$ cat src/rtl/div_arbiter_if.sv
// Requester and divider-side signal bundle for div_arbiter.
// The slave modport is the arbiter; the master modport is its environment.
interface div_arbiter_if #(
  parameter int unsigned NUM_REQ = 2,
  parameter int unsigned DW      = 32
);
  logic [NUM_REQ-1:0]    req_valid;
  logic [NUM_REQ*DW-1:0] req_dividend;
  logic [NUM_REQ*DW-1:0] req_divisor;
  logic [NUM_REQ-1:0]    req_ready;
  logic [NUM_REQ-1:0]    rsp_valid;
  logic [DW-1:0]         rsp_quotient;
  logic                  rsp_err;
  logic                  div_start;
  logic [DW-1:0]         div_dividend;
  logic [DW-1:0]         div_divisor;
  logic [DW-1:0]         div_quotient;
  logic                  div_complete;

  modport slave (
    input  req_valid, req_dividend, req_divisor, div_quotient, div_complete,
    output req_ready, rsp_valid, rsp_quotient, rsp_err, div_start, div_dividend, div_divisor
  );

  modport master (
    output req_valid, req_dividend, req_divisor, div_quotient, div_complete,
    input  req_ready, rsp_valid, rsp_quotient, rsp_err, div_start, div_dividend, div_divisor
  );
endinterface

$ cat src/rtl/div_arbiter.sv
// Round-robin sharing of one sequential divider between NUM_REQ requesters,
// with divide-by-zero short-circuit and a watchdog on divider completion.
module div_arbiter #(
  parameter int unsigned NUM_REQ = 2,
  parameter int unsigned DW      = 32,
  parameter int unsigned TIMEOUT = 1023
) (
  input logic          clk,
  input logic          rst_n,
  div_arbiter_if.slave bus
);
  localparam int unsigned IW = (NUM_REQ > 1) ? $clog2(NUM_REQ) : 1;
  localparam int unsigned CW = $clog2(TIMEOUT + 1);

  localparam logic [1:0] IDLE  = 2'd0;
  localparam logic [1:0] ISSUE = 2'd1;
  localparam logic [1:0] WAIT  = 2'd2;
  localparam logic [1:0] RESP  = 2'd3;

  logic [1:0]         state_q, state_d;
  logic [IW-1:0]      rr_q, rr_d, owner_q, owner_d;
  logic [CW-1:0]      cnt_q, cnt_d;
  logic [DW-1:0]      dividend_q, dividend_d, divisor_q, divisor_d, quot_q, quot_d;
  logic               err_q, err_d;
  logic [NUM_REQ-1:0] ready_q, ready_d;
  logic [NUM_REQ-1:0] rsp_valid;

  logic [DW-1:0] req_dvd [NUM_REQ];
  logic [DW-1:0] req_dvs [NUM_REQ];

  for (genvar k = 0; k < NUM_REQ; k++) begin : g_unpack
    assign req_dvd[k] = bus.req_dividend[k*DW +: DW];
    assign req_dvs[k] = bus.req_divisor[k*DW +: DW];
  end

  // First valid requester at or after rr_q, wrapping.
  logic          found;
  logic [IW-1:0] win, idx;
  always_comb begin
    found = 1'b0;
    win   = '0;
    idx   = '0;
    for (int unsigned i = 0; i < NUM_REQ; i++) begin
      idx = IW'((32'(rr_q) + i) % NUM_REQ);
      if (!found && bus.req_valid[idx]) begin
        found = 1'b1;
        win   = idx;
      end
    end
  end

  always_comb begin
    state_d    = state_q;
    rr_d       = rr_q;
    owner_d    = owner_q;
    cnt_d      = cnt_q;
    dividend_d = dividend_q;
    divisor_d  = divisor_q;
    quot_d     = quot_q;
    err_d      = err_q;
    ready_d    = '0;
    case (state_q)
      IDLE: begin
        if (found) begin
          ready_d[win] = 1'b1;
          dividend_d   = req_dvd[win];
          divisor_d    = req_dvs[win];
          owner_d      = win;
          rr_d         = IW'((32'(win) + 1) % NUM_REQ);
          if (req_dvs[win] == '0) begin
            err_d   = 1'b1;
            quot_d  = '1;
            state_d = RESP;
          end else begin
            err_d   = 1'b0;
            state_d = ISSUE;
          end
        end
      end
      ISSUE: begin
        cnt_d   = '0;
        state_d = WAIT;
      end
      WAIT: begin
        if (bus.div_complete) begin
          quot_d  = bus.div_quotient;
          err_d   = 1'b0;
          state_d = RESP;
        end else begin
          cnt_d = cnt_q + CW'(1);
          if (cnt_q == CW'(TIMEOUT - 1)) begin
            quot_d  = '1;
            err_d   = 1'b1;
            state_d = RESP;
          end
        end
      end
      RESP:    state_d = IDLE;
      default: state_d = IDLE;
    endcase
  end

  always_ff @(posedge clk or negedge rst_n) begin
    if (!rst_n) begin
      state_q    <= IDLE;
      rr_q       <= '0;
      owner_q    <= '0;
      cnt_q      <= '0;
      dividend_q <= '0;
      divisor_q  <= '0;
      quot_q     <= '0;
      err_q      <= 1'b0;
      ready_q    <= '0;
    end else begin
      state_q    <= state_d;
      rr_q       <= rr_d;
      owner_q    <= owner_d;
      cnt_q      <= cnt_d;
      dividend_q <= dividend_d;
      divisor_q  <= divisor_d;
      quot_q     <= quot_d;
      err_q      <= err_d;
      ready_q    <= ready_d;
    end
  end

  always_comb begin
    rsp_valid = '0;
    if (state_q == RESP) rsp_valid[owner_q] = 1'b1;
  end

  assign bus.req_ready    = ready_q;
  assign bus.rsp_valid    = rsp_valid;
  assign bus.rsp_quotient = (state_q == RESP) ? quot_q : '0;
  assign bus.rsp_err      = (state_q == RESP) && err_q;
  assign bus.div_start    = (state_q == ISSUE);
  assign bus.div_dividend = dividend_q;
  assign bus.div_divisor  = divisor_q;
endmodule
$ cat src/flat_wrapper.sv
// flat-port wrapper written by rule: the top's interface ports become plain ports
module div_arbiter_flat 
#(
  parameter int unsigned NUM_REQ = 2,
  parameter int unsigned DW      = 32,
  parameter int unsigned TIMEOUT = 1023
)
  (clk, rst_n, bus_req_valid, bus_req_dividend, bus_req_divisor, bus_div_quotient, bus_div_complete, bus_req_ready, bus_rsp_valid, bus_rsp_quotient, bus_rsp_err, bus_div_start, bus_div_dividend, bus_div_divisor);
  div_arbiter_if #(.NUM_REQ(NUM_REQ), .DW(DW)) bus_i ();
  input logic clk;
  input logic rst_n;
  input wire logic [$bits(bus_i.req_valid)-1:0] bus_req_valid;
  input wire logic [$bits(bus_i.req_dividend)-1:0] bus_req_dividend;
  input wire logic [$bits(bus_i.req_divisor)-1:0] bus_req_divisor;
  input wire logic [$bits(bus_i.div_quotient)-1:0] bus_div_quotient;
  input wire logic [$bits(bus_i.div_complete)-1:0] bus_div_complete;
  output wire logic [$bits(bus_i.req_ready)-1:0] bus_req_ready;
  output wire logic [$bits(bus_i.rsp_valid)-1:0] bus_rsp_valid;
  output wire logic [$bits(bus_i.rsp_quotient)-1:0] bus_rsp_quotient;
  output wire logic [$bits(bus_i.rsp_err)-1:0] bus_rsp_err;
  output wire logic [$bits(bus_i.div_start)-1:0] bus_div_start;
  output wire logic [$bits(bus_i.div_dividend)-1:0] bus_div_dividend;
  output wire logic [$bits(bus_i.div_divisor)-1:0] bus_div_divisor;
  assign bus_i.req_valid = bus_req_valid;
  assign bus_i.req_dividend = bus_req_dividend;
  assign bus_i.req_divisor = bus_req_divisor;
  assign bus_i.div_quotient = bus_div_quotient;
  assign bus_i.div_complete = bus_div_complete;
  assign bus_req_ready = bus_i.req_ready;
  assign bus_rsp_valid = bus_i.rsp_valid;
  assign bus_rsp_quotient = bus_i.rsp_quotient;
  assign bus_rsp_err = bus_i.rsp_err;
  assign bus_div_start = bus_i.div_start;
  assign bus_div_dividend = bus_i.div_dividend;
  assign bus_div_divisor = bus_i.div_divisor;
  div_arbiter #(.NUM_REQ(NUM_REQ), .DW(DW), .TIMEOUT(TIMEOUT)) u_core (.clk(clk), .rst_n(rst_n), .bus(bus_i));
endmodule
$ cat config.mk
export PLATFORM = sky130hd
export DESIGN_NAME = div_arbiter_flat
export DESIGN_NICKNAME = d
export VERILOG_FILES = /design/src/rtl/div_arbiter_if.sv /design/src/rtl/div_arbiter.sv /design/src/flat_wrapper.sv
export SDC_FILE = /design/constraint.sdc
export NUM_CORES = 1
export LEC_CHECK = 0
export ABC_AREA = 1
export CAP_MARGIN = 5
export CELL_PAD_IN_SITES_DETAIL_PLACEMENT = 0
export CELL_PAD_IN_SITES_GLOBAL_PLACEMENT = 2
export CORE_MARGIN = 2
export CORE_UTILIZATION = 24
export DETAILED_ROUTE_END_ITERATION = 8
export HOLD_SLACK_MARGIN = 0.02
export PLACE_DENSITY_LB_ADDON = 0.1
export SLEW_MARGIN = 25
export SYNTH_ARGS = -nofsm -noshare
export SYNTH_HDL_FRONTEND = slang
export SYNTH_SLANG_ARGS = --single-unit
$ cat constraint.sdc
create_clock -name clk -period 3.79 [get_ports clk]
set_input_delay 0.5685 -clock clk [delete_from_list [all_inputs] [get_ports clk]]
set_output_delay 0.5685 -clock clk [all_outputs]
set_load 0.1 [all_outputs]
==> impl_metrics.json <==
{
  "status": "finished clean",
  "grt_pass1_wl_um": 32400,
  "cts.repair.resized": 0,
  "cts_max_level": 4,
  "numClockSinks": 113,
  "arrival_ps": 3170,
  "synthArstFlopShare": 1.00,
  "avgSynthCellArea_um2": 7.45,
  "grt_use_total": 0.158,
  "numCtsBuffers": 17,
  "timing.rr.start": "u_core.rr_q",
  "place_area_mm2": 0.00877,
  "max_freq_mhz": 347,
  "post-dp-hpwl_um": 14700,
  "area_delta_synth_final_pct": 57.7,
  "finalInstanceArea_mm2": 0.00934,
  "skew_ps": 14.4,
  "dieHeight_um": 161,
  "synthTopCellsByArea": "dfrtp_1 (48%), nand2_1 (21%), nand3_1 (6.3%)",
  "hold_path.class": "primary input to async pin",
  "yosysMostFrequentCell": "nand2_1",
  "critPathKind": "primary input to flop",
  "place_congestion": 0.715,
  "grt_pass1_vias": 5832,
  "path_clk_slew_ps": 60,
  "fillers": 2581,
  "relSlewSlack": 0.300,
  "clk_latency_ps": 410,
  "ant_nets": 0,
  "required_ps": 4080,
  "startpoint_type": "primary input",
  "cts_setup_buffers": 0,
  "start_util": 0.244,
  "std_cell_rows": 57,
  "core-area_mm2": 0.0242,
  "slew_viol_final": 0,
  "setup_tns_ps": 0,
  "gr-total-overflow": 0,
  "yosys_most_used_dff": "dfrtp_1",
  "drt_iter0_drc": 275,
  "ctsHoldBuffers": 0,
  "cap_viol_max_count": 0,
  "yosysTopAreaCellShare": 0.477,
  "synth_edf_count": 0,
  "yosys-top-cells-count": "nand2_1 (329), dfrtp_1 (113), inv_1 (82)",
  "grt_setup_unrepaired": "no",
  "seq_area_frac_synth": 0.477,
  "remaining_drc_errors": 0,
  "num_antenna_cells": 0,
  "drt-pass1-iter-count": 4,
  "dpl_worst_slack_ps": 410,
  "synth_cell_type_count": 26,
  "synth.largest_area_cell": "dfrtp_1",
  "wl_um": 20300,
  "period_minus_slack_ps": 2880,
  "setup_viol": 0,
  "via_per_inst": 4.15,
  "layout-drive-gt1-share": 0.116,
  "antenna_found_initial": 0,
  "mappedNetlistArea_mm2": 0.00592,
  "nNetsFinal": 1223,
  "timing.final.crit_share": 0.760,
  "syn_nets": 967,
  "grt_max_degree": 63,
  "cts-root-buf": "clkbuf_16",
  "crit_fanout": 39,
  "dr_total_vias": 5766,
  "ys.warnings.count": 0,
  "wl_per_cell_um": 14.6,
  "tightest_slew_ps": 1050,
  "syn_inst": 795,
  "io_pins": 267,
  "reg2reg_slack_ps": 1160,
  "ys_ff_latch": 113,
  "layout_setup_ws_ps": 911,
  "clockBufferDepth": 2,
  "die_w_um": 161,
  "crit_path_end_kind": "flop",
  "r2r_end": "u_core.quot_q[27]",
  "hold_viol": 0,
  "tritoncts": "yes",
  "dieArea_mm2": 0.0260,
  "io_buffers": 266,
  "rr_worst_depth": 15
}
-- critical path: stages --
cell and delay (ps):
clkdlybuf4s50_1 510, nand2_2 230, nand2_2 150, buf_12 220, nand2_1 70, nand2_1 90
nand2_1 60, nor2_1 280, nand2_1 100, nor2_1 100, nand2_1 90, nand2_4 210
nand2_4 280, nand2_1 150, nand2_1 50
-- metrics by stage --
| step | cells | hold WS [ps] | util |
|---|---|---|---|
| 4_1_cts | 1388 | 297 | 0.385 |
| 3_3_place_gp | 1356 | 455 | 0.362 |
| 6_report | 1388 | 258 | 0.385 |
| 5_1_grt | 1388 | 315 | 0.385 |
| 3_5_place_dp | 1356 | 458 | 0.362 |
| 2_1_floorplan | 795 | 273 | - |
-- layout make-up --
| cell class | instances | area [µm²] | area share |
|---|---|---|---|
| Clock buffer | 18 | 439 | 0.0470 |
| Clock inverter | 14 | 133 | 0.0142 |
| Inverter | 84 | 315 | 0.0338 |
| Multi-Input combinational cell | 556 | 2540 | 0.272 |
| Tap cell | 324 | 405 | 0.0434 |
| Sequential cell | 113 | 2830 | 0.303 |
| Timing Repair Buffer | 279 | 2680 | 0.287 |
-- cell usage in the layout (no fill, tap or decap), drive strengths merged, types with 2 or more instances in the layout --
cell	count
dfrtp	113
clkbuf	18
nor2	23
clkinv	4
nand3b	27
nand4	2
nand3	74
ha	7
o21ai	48
a21oi	5
clkinvlp	6
inv	87
buf	50
nand2	333
clkdlybuf4s50	229
or2	32
-- routing by layer --
metal / vias up / global-route usage / wire, µm
met1: 2600 / 0.212 / 9320
met2: 177 / 0.249 / 9200
met5: - / 0 / 0
met4: 0 / 0.0446 / 272
li1: 2972 / - / -
met3: 17 / 0.0483 / 1510
-- registers in the layout (all words and copies together), names as in the netlist --
name	flops
u_core.state_q	2
u_core.bus.req_ready	2
u_core.bus.div_divisor	32
u_core.quot_q	32
u_core.rr_q	1
u_core.err_q	1
u_core.bus.div_dividend	32
u_core.owner_q	1
u_core.cnt_q	10
-- cells by family (layout without fill, tap and decap cells) --
logic type / Yosys count / count (layout) / share of synthesized area
simple gates: 492 / 492 / 0.362
buf+inv: 126 / 395 / 0.0944
flops: 113 / 113 / 0.477
compound gates: 56 / 56 / 0.0492
fa+ha+maj: 7 / 7 / 0.0148
mux: 1 / 1 / 0.00190
-- worst max path at each step --
stage	depth (start not counted)	slack, ps	to	from
6_report	15	910	u_core.quot_q[27]	bus_req_valid[0]
4_1_cts	15	840	u_core.quot_q[29]	bus_req_valid[0]
3_3_place_gp	15	450	u_core.quot_q[18]	bus_req_valid[0]
2_1_floorplan	4	1190	bus_rsp_valid[0]	u_core.state_q[1]
3_5_place_dp	15	410	u_core.quot_q[13]	bus_req_valid[0]
5_1_grt	15	610	u_core.quot_q[29]	bus_req_valid[0]
Power is not shown: default switching activity piles up to over one toggle a cycle in this logic, so the estimate is an artifact.
